===== src/rtl/im_dumper.sv =====
`default_nettype none
// ============================================================================
//  Module      : im_dumper
//  Description : Instruction-memory readback engine. On an accepted start
//                command it reads `count` 32-bit words beginning at `base`
//                and streams each one to the UART transmitter as four bytes,
//                most significant byte first. Reads are clamped so that no
//                address at or beyond SIZE is ever fetched.
//  Revision    : 1.0 - initial release
// ----------------------------------------------------------------------------
//  Ports
//    clk       in   1   system clock, rising edge
//    rst       in   1   asynchronous active-high reset
//    enable    in   1   global enable; low freezes all state, gates tx_v/done
//    start     in   1   one-cycle command pulse, honoured only when idle
//    base      in  32   first word address, captured on accepted start
//    count     in  32   number of words requested, captured on accepted start
//    im_ra     out 32   instruction memory read address (registered)
//    im_rd     in  32   instruction memory read data (combinational of im_ra)
//    tx_d      out  8   byte presented to the transmitter
//    tx_v      out  1   tx_d valid
//    tx_ready  in   1   transmitter accepts the presented byte this cycle
//    busy      out  1   engine is not idle
//    done      out  1   one-cycle pulse at the end of every accepted command
// ============================================================================
module im_dumper #(
    parameter int SIZE = 1024
) (
    input  logic        clk,
    input  logic        rst,
    input  logic        enable,
    input  logic        start,
    input  logic [31:0] base,
    input  logic [31:0] count,
    output logic [31:0] im_ra,
    input  logic [31:0] im_rd,
    output logic [7:0]  tx_d,
    output logic        tx_v,
    input  logic        tx_ready,
    output logic        busy,
    output logic        done
);

    // ------------------------------------------------------------------------
    // State encoding
    // ------------------------------------------------------------------------
    localparam logic [2:0] C_ST_IDLE  = 3'd0;
    localparam logic [2:0] C_ST_FETCH = 3'd1;
    localparam logic [2:0] C_ST_SEND  = 3'd2;
    localparam logic [2:0] C_ST_NEXT  = 3'd3;
    localparam logic [2:0] C_ST_DONE  = 3'd4;

    localparam logic [31:0] C_SIZE = 32'(SIZE);

    // ------------------------------------------------------------------------
    // Registers
    // ------------------------------------------------------------------------
    logic [2:0]  state_q,     state_d;
    logic [31:0] im_ra_q,     im_ra_d;
    logic [31:0] word_q,      word_d;
    logic [31:0] remaining_q, remaining_d;
    logic [1:0]  byte_idx_q,  byte_idx_d;

    // ------------------------------------------------------------------------
    // Shared combinational terms
    // ------------------------------------------------------------------------
    logic        w_accept;     // start command taken this cycle
    logic        w_empty_cmd;  // accepted command transfers no words
    logic        w_xfer;       // a byte leaves this cycle
    logic [31:0] w_ra_inc;     // next sequential word address
    logic        w_ra_at_end;  // next address would fall off the memory
    logic        w_last_word;  // word just sent closes the command

    assign w_accept    = enable && start && (state_q == C_ST_IDLE);
    assign w_empty_cmd = (count == 32'd0) || (base >= C_SIZE);
    assign w_xfer      = tx_v && tx_ready;
    assign w_ra_inc    = im_ra_q + 32'd1;
    assign w_ra_at_end = (w_ra_inc == C_SIZE);
    assign w_last_word = (remaining_q == 32'd1) || w_ra_at_end;

    // ------------------------------------------------------------------------
    // FSM: state register
    // ------------------------------------------------------------------------
    always_ff @(posedge clk or posedge rst) begin
        if (rst) begin
            state_q <= C_ST_IDLE;
        end else begin
            state_q <= state_d;
        end
    end

    // ------------------------------------------------------------------------
    // FSM: next-state logic. With enable low every state simply holds.
    // ------------------------------------------------------------------------
    always_comb begin
        state_d = state_q;
        if (enable) begin
            case (state_q)
                C_ST_IDLE: begin
                    if (start) begin
                        state_d = w_empty_cmd ? C_ST_DONE : C_ST_FETCH;
                    end
                end
                C_ST_FETCH: begin
                    state_d = C_ST_SEND;
                end
                C_ST_SEND: begin
                    if (tx_ready && (byte_idx_q == 2'd3)) begin
                        state_d = C_ST_NEXT;
                    end
                end
                C_ST_NEXT: begin
                    state_d = w_last_word ? C_ST_DONE : C_ST_FETCH;
                end
                C_ST_DONE: begin
                    state_d = C_ST_IDLE;
                end
                default: begin
                    state_d = C_ST_IDLE;
                end
            endcase
        end
    end

    // ------------------------------------------------------------------------
    // FSM: outputs. tx_d always shows the top byte of the shift register, so
    // it cannot change while a byte waits for tx_ready (the shift only occurs
    // on a transfer) or while enable is low (nothing moves).
    // ------------------------------------------------------------------------
    always_comb begin
        tx_v  = (state_q == C_ST_SEND) && enable;
        done  = (state_q == C_ST_DONE) && enable;
        busy  = (state_q != C_ST_IDLE);
        tx_d  = word_q[31:24];
        im_ra = im_ra_q;
    end

    // ------------------------------------------------------------------------
    // Datapath next-state
    // ------------------------------------------------------------------------
    always_comb begin
        im_ra_d     = im_ra_q;
        word_d      = word_q;
        remaining_d = remaining_q;
        byte_idx_d  = byte_idx_q;

        if (enable) begin
            case (state_q)
                C_ST_IDLE: begin
                    if (w_accept) begin
                        im_ra_d     = base;
                        remaining_d = count;
                    end
                end
                C_ST_FETCH: begin
                    // Only point at which memory data is captured.
                    word_d     = im_rd;
                    byte_idx_d = 2'd0;
                end
                C_ST_SEND: begin
                    if (w_xfer) begin
                        word_d     = {word_q[23:0], 8'h00};
                        byte_idx_d = byte_idx_q + 2'd1;
                    end
                end
                C_ST_NEXT: begin
                    remaining_d = remaining_q - 32'd1;
                    // Stop the address at the last word rather than stepping
                    // onto SIZE, so im_ra never presents an out-of-range
                    // address once a legal dump is underway.
                    if (!w_ra_at_end) begin
                        im_ra_d = w_ra_inc;
                    end
                end
                C_ST_DONE: begin
                    im_ra_d = 32'd0;
                end
                default: begin
                    im_ra_d = im_ra_q;
                end
            endcase
        end
    end

    // ------------------------------------------------------------------------
    // Datapath registers
    // ------------------------------------------------------------------------
    always_ff @(posedge clk or posedge rst) begin
        if (rst) begin
            im_ra_q     <= 32'd0;
            word_q      <= 32'd0;
            remaining_q <= 32'd0;
            byte_idx_q  <= 2'd0;
        end else begin
            im_ra_q     <= im_ra_d;
            word_q      <= word_d;
            remaining_q <= remaining_d;
            byte_idx_q  <= byte_idx_d;
        end
    end

endmodule

`default_nettype wire


===== config.mk =====
export PLATFORM = sky130hd
export DESIGN_NAME = im_dumper
export DESIGN_NICKNAME = d
export VERILOG_FILES = /design/src/rtl/im_dumper.sv
export SDC_FILE = /design/constraint.sdc
export NUM_CORES = 1
export LEC_CHECK = 0
export CAP_MARGIN = 20
export CORE_MARGIN = 2
export CORE_UTILIZATION = 52
export CTS_CLUSTER_DIAMETER = 60
export DETAILED_ROUTE_END_ITERATION = 8
export PLACE_DENSITY = 0.81
export REMOVE_ABC_BUFFERS = 1
export SYNTH_ARGS = -nofsm -noshare
export SYNTH_HDL_FRONTEND = slang
export SYNTH_SLANG_ARGS = --single-unit

===== constraint.sdc =====
create_clock -name clk -period 4.8 [get_ports clk]
set_input_delay 0.96 -clock clk [delete_from_list [all_inputs] [get_ports clk]]
set_output_delay 0.96 -clock clk [all_outputs]
set_load 0.02 [all_outputs]

==> flow_summary_export.csv, run 1 <==
group,metric,value,unit
outcome,status,"finished clean",
detailed_routing,drt_iter0_markers,759,
synthesis,ys_ff_latch,101,
worst_setup_path,rrSetupSlack,830,ps
die,rows,41,
global_routing,grt_start_max_net_pins,93,
placed_design,gp_congestion,0.985,
global_routing,antenna_found_initial,0,
worst_setup_path,reg2reg_depth,9,
global_routing,grt_pass1_wl,33900,µm
synthesis,synthesis.area,0.00677,mm²
power_and_ir_drop,power,4.36,mW
worst_setup_path,critical_path.endpoint_type,"flip-flop",
die,die_height,118,µm
detailed_routing,drt-vias-per-instance,6.24,
detailed_routing,wl,20600,µm
clock_tree,hold_buffers,0,
die,initial_utilization,53.5,%
worst_setup_path,cp-start-kind,"flip-flop",
synthesis,async_flop_share,100,%
worst_hold_path,min_to,"remaining_q[16]",
detailed_routing,via_count,7109,
timing,timing.hold.ws,491,ps
worst_hold_path,hp-class,"flip-flop to flip-flop",
global_routing,grt_pass1_vias,6590,
final_layout,area_delta_synth_final,26.2,%
synthesis,ys_top_cells_by_count,"nand2_1 (118), dfrtp_1 (101), o21ai_0 (81), nor2_1 (73), a21oi_1 (62)",
synthesis,yosys.area.top_type,"dfrtp_1",
worst_setup_path,worst-endpoint-required,5050,ps
clock_tree,cts_tree,"yes",
synthesis,synth_warnings,0,
die,fp.coreArea,0.0127,mm²
placed_design,placedCellCount,1123,
clock_tree,htreeDepth,3,
synthesis,synthFlopType,"dfrtp_1",
timing,worstMarginPinSlew,1040,ps
power_and_ir_drop,vdd_ir_drop_max,0.321,mV
clock_tree,cts.path.max_buffers,2,
synthesis,synth_cells,872,
synthesis,synth_area_per_cell,7.77,µm²
synthesis,synthTopCellsByArea,"dfrtp_1 (37%), nand2_1 (6.5%), o21ai_0 (6.0%), a21oi_1 (4.6%), nor4_1 (4.2%)",
final_layout,antenna_cells,0,
worst_setup_path,cp_max_fo,22,
synthesis,synth_edf_count,0,
synthesis,ys_types,67,
placed_design,hpwl,14500,µm
die,die_area,0.0140,mm²
power_and_ir_drop,powerDensity,510,mW/mm²
worst_setup_path,arrival,4220,ps
final_layout,layout-drive-gt1-share,5.89,%
clock_tree,numCtsBuffers,9,
worst_setup_path,rr_endpoint,"im_ra[0]",
worst_hold_path,min_from,"remaining_q[16]",
worst_setup_path,cp_slowest_cell,"or4_1",
timing,grt_setup_unrepaired,"false",
timing,hold_viol,0,
timing,maxSlewHeadroom,30.8,%
worst_setup_path,path_cells,"nand3_1 > or4_1 > nor4_1 > xor2_1 > a2111oi_0 > nand4_1 > a21oi_2 > buf_4 > mux2_2",
detailed_routing,antenna_left,0,
clock_tree,clock_sinks,101,
worst_setup_path,crit_type,"flip-flop to flip-flop",
timing,slew_violations,0,
timing,setup_viol,0,
global_routing,gr-total-overflow,0,
timing,fin_crit,3970,ps
timing,tns,0,ps
worst_setup_path,r2r-start,"im_ra[2]",
global_routing,grt_usage,29.7,%
die,ioPinCount,144,
detailed_routing,drc,0,
timing,fin_skew,6.33,ps
worst_hold_path,min_path_cells,2,
worst_setup_path,cp_slowest_stage_delay,730,ps
die,die_w,118,µm
final_layout,fill_cells,1086,
clock_tree,post_cts_resized,0,
final_layout,fin_nets,1068,
power_and_ir_drop,p_leak,3.10,nW
clock_tree,cts_root_buffer,"clkbuf_16",
clock_tree,postCtsSetupBuffers,0,
synthesis,yosysMostFrequentCell,"nand2_1",
clock_tree,clk_latency,360,ps
synthesis,ys_seq_area_share,37.3,%
synthesis,yosys.area.top_type_share,37.3,%
detailed_routing,drtPass1Iterations,5,
flow_run,maxCapViolations,0,
detailed_routing,post_drt_wl_per_cell,18.1,µm
final_layout,fin_cells,1140,
clock_tree,clk_pin_slew,70,ps
timing,fin_crit_sh,82.7,%
timing,max_clock_freq,252,MHz
placed_design,io_buffers,143,
==> worst max path at each step <==
stage / from / endpoint / slack (ps) / cells after the start
after detailed placement: im_ra[2] / im_ra[0] / 870 / 9
after floorplan: im_ra[2] / im_ra[0] / 350 / 8
final: im_ra[2] / im_ra[0] / 830 / 9
after CTS: im_ra[2] / im_ra[0] / 850 / 9
after global routing: im_ra[2] / im_ra[0] / 450 / 9
after global placement: im_ra[2] / im_ra[1] / 1040 / 9
==> cell usage in the layout, fill, tap and decap left out, types with 9 or more instances in the layout <==
cell             Yosys  layout
nand2_1            118     118
inv_1               22      21
a22oi_1             16      16
nor3_1              34      34
or4_1               14      14
buf_4               10      14
o21ai_0             81      79
a31oi_1             25      25
nand4_1             16      16
dfrtp_1            101     101
clkdlybuf4s50_1      0     143
o211ai_1            10      10
o22ai_1             15      15
nor4_1              46      46
nor2_1              73      73
nand3_1             37      37
clkbuf_16            0       9
a21oi_1             62      59
==> power by group <==
group	switching [mW]	leakage, nW	internal, mW
Clock	0.335	0.154	0.460
Sequential	0.552	1.22	1.25
Combinational	0.930	1.72	0.825
==> per-layer routing <==
metal  GRT usage (%)  up-vias  share of wire (%)
met4            9.64        0                2.1
met5               0        -                  0
met3            5.91       37                7.2
met1            40.6     3343                 43
met2            47.2      321                 48
li1                -     3408                  -
==> critical path, delay by kind of cell, from the launching register on <==
family	cells	cell delay [ps]
AO/OA/AOI/OAI	2	600
XOR/XNOR	1	130
buffers and inverters	1	290
flip-flops	1	500
multiplexers	1	370
AND/OR/NAND/NOR	4	1940
==> cell families (layout without fill, tap and decap cells) <==
logic type	Yosys count	in the layout	synth area share (%)
AND/OR/NAND/NOR	394	394	29.7
flip-flops	101	101	37.3
adder cells (fa/ha/maj)	4	4	0.739
multiplexers	8	8	1.26
XOR/XNOR	10	10	1.29
AO/OA/AOI/OAI	254	254	23.2
buffers and inverters	101	197	6.50
==> flip-flops by register name, summed over array words and instances (netlist names) <==
| signal | cells |
|---|---|
| im_ra | 32 |
| state_q | 3 |
| remaining_q | 32 |
| word_q | 32 |
| byte_idx_q | 2 |
==> stage by stage <==
| stage | cell area [µm²] | util (%) | setup WS (ps) |
|---|---|---|---|
| after floorplan | 6410 | - | 348 |
| after global placement | 8220 | 64.9 | 1040 |
| after detailed placement | 8220 | 64.9 | 866 |
| after CTS | 8530 | 67.3 | 846 |
| after global routing | 8550 | 67.5 | 455 |
| final | 8550 | 67.5 | 829 |
==> layout make-up <==
type / instances / area, µm² / area share (%)
multi-input combinational: 670 / 3830 / 44.8
clock inverter: 5 / 82.6 / 0.966
clock buffer: 11 / 233 / 2.72
inverter: 22 / 85.1 / 0.995
sequential: 101 / 2530 / 29.6
tap: 172 / 215 / 2.52
timing repair buffer: 159 / 1570 / 18.4
(Power assumes the default switching activity.)
==> run 2: changes to the inputs <==
Clock period 4.8 ns to 3.85 ns, I/O delays scaled along.
==> run 2 against run 1 <==
Compared with the run above:
- combinational power is 35% higher
- register-to-register slack worse by 660 ps
- critical path depth stayed put
- cell area is 1.6% higher
- wire length is 6.0% higher
- worst setup slack worse by 660 ps
- count of clock-buffer cells in the layout is 2 lower
- maximum frequency is 7.8% higher
- critical path type unchanged
- largest cell class unchanged
- largest power group is now combinational logic
==> flow_summary_export.csv, run 2 (synthesis gave the netlist of run 1 again) <==
group,metric,value,unit
outcome,status,"finished clean",
die,ioPinCount,144,
clock_tree,cts.path.max_buffers,2,
die,fp.coreArea,0.0127,mm²
worst_setup_path,reg2reg_depth,9,
timing,setup_viol,0,
placed_design,io_buffers,143,
worst_setup_path,path_cells,"nand4_1 > or4_4 > or4_1 > xor2_1 > or4b_4 > a2111oi_4 > buf_4 > a41o_1 > o21ai_0",
timing,timing.hold.ws,488,ps
worst_setup_path,cp-start-kind,"flip-flop",
die,die_area,0.0140,mm²
placed_design,gp_congestion,1.04,
worst_hold_path,min_path_cells,2,
power_and_ir_drop,vdd_ir_drop_max,0.404,mV
final_layout,antenna_cells,0,
global_routing,grt_usage,31.4,%
timing,fin_crit_sh,95.7,%
detailed_routing,drt_iter0_markers,772,
flow_run,maxCapViolations,0,
worst_setup_path,cp_top_family,"simple AND/OR/NAND/NOR gates",
clock_tree,cts_tree,"yes",
clock_tree,clk_latency,360,ps
detailed_routing,antenna_left,0,
clock_tree,htreeDepth,3,
timing,fin_crit,3690,ps
detailed_routing,via_count,7273,
final_layout,final_cell_mix,"clkdlybuf4s50_1 (143), nand2_1 (118), dfrtp_1 (101)",
final_layout,fin_nets,1090,
die,die_w,118,µm
detailed_routing,drtPass1Iterations,5,
timing,slew_violations,0,
worst_setup_path,arrival,3900,ps
die,die_height,118,µm
final_layout,final_core_util,68.6,%
clock_tree,hold_buffers,0,
clock_tree,clk_pin_slew,70,ps
placed_design,hpwl,15800,µm
global_routing,antenna_found_initial,0,
worst_setup_path,cp_slowest_stage_delay,630,ps
die,initial_utilization,53.5,%
power_and_ir_drop,p_leak,3.19,nW
clock_tree,numCtsBuffers,9,
global_routing,gr-total-overflow,0,
global_routing,grt_pass1_vias,6695,
clock_tree,post_cts_resized,0,
clock_tree,cts_root_buffer,"clkbuf_16",
timing,fin_skew,7.84,ps
worst_setup_path,path_buf_inv,1,
timing,maxSlewHeadroom,50.0,%
detailed_routing,wl,21800,µm
timing,worstMarginPinSlew,745,ps
timing,tns,0,ps
worst_hold_path,hp-class,"flip-flop to flip-flop",
worst_setup_path,crit_type,"flip-flop to flip-flop",
timing,grt_setup_unrepaired,"false",
power_and_ir_drop,powerDensity,628,mW/mm²
timing,hold_viol,0,
worst_setup_path,cp_max_fo,15,
final_layout,regArea,0.00253,mm²
detailed_routing,drc,0,
final_layout,fill_cells,1106,
detailed_routing,drt-vias-per-instance,6.26,
final_layout,final_common_cell,"clkdlybuf4s50_1",
detailed_routing,post_drt_wl_per_cell,18.8,µm
worst_setup_path,worst-endpoint-required,4070,ps
global_routing,grt_pass1_wl,35500,µm
worst_setup_path,critical_path.endpoint_type,"flip-flop",
clock_tree,postCtsSetupBuffers,0,
clock_tree,clock_sinks,101,
final_layout,layout-drive-gt1-share,8.18,%
final_layout,multi_input_area,0.00383,mm²
die,rows,41,
global_routing,grt_start_max_net_pins,67,
worst_setup_path,cp_num_cells,9,
worst_setup_path,cp_slowest_cell,"or4_4",
timing,max_clock_freq,271,MHz
final_layout,area_delta_synth_final,28.3,%
-- run 2: cell types whose count changed in the layout (fill, tap and decap cells not counted), sizes merged --
cell and delta:
buf +22, bufinv -2, clkinvlp +1, inv +2, clkbuf -2, clkinv +1
-- run 2: layout make-up --
| class | instances | share of cell area [%] |
|---|---|---|
| Multi-Input combinational cell | 670 | 44.1 |
| Sequential cell | 101 | 29.1 |
| Timing Repair Buffer | 181 | 20.0 |
| Clock buffer | 9 | 2.59 |
| Tap cell | 172 | 2.48 |
| Inverter | 22 | 0.979 |
| Clock inverter | 7 | 0.677 |
-- run 2: worst paths after layout --
| path | startpoint | to | slack, ps |
|---|---|---|---|
| worst max-delay path | im_ra[6] | state_q[0] | 160 |
| worst max register to register | im_ra[6] | state_q[0] | 160 |
| worst min register to register | remaining_q[16] | remaining_q[16] | 490 |
| min in group asynchronous | rst | word_q[20] | 860 |
| worst min-delay path | remaining_q[16] | remaining_q[16] | 490 |
| max in group asynchronous | rst | im_ra[15] | 2260 |
-- run 2: routing by layer --
layer	part of all wire (%)	routed length, µm	track usage (%)
met5	0	0	0
met4	2.0	428	10.2
met1	43	9390	43.4
met2	48	10400	50.4
met3	7.4	1610	4.80
-- run 2: per-stage QoR --
step / cells / power (mW) / instance area, µm² / setup slack [ps]
after floorplan: 793 / 3.38 / 6410 / -602
after global placement: 1146 / 4.49 / 8400 / 358
after detailed placement: 1146 / 4.54 / 8400 / 253
after CTS: 1162 / 5.44 / 8690 / 226
after global routing: 1162 / 5.81 / 8690 / 72.4
final: 1162 / 5.46 / 8690 / 165
-- run 2: report_power, final --
part	internal [mW]	switching [mW]
Sequential	1.56	0.619
Clock	0.450	0.449
Combinational	1.10	1.28
Total	3.11	2.35
-- run 2: worst register-to-register path, delay by kind of cell (launching register included) --
kind                   cells  cell delay (ps)
AO/OA/AOI/OAI              3              540
XOR/XNOR                   1              190
flip-flops                 1              490
buffers and inverters      1              310
AND/OR/NAND/NOR            4             2020
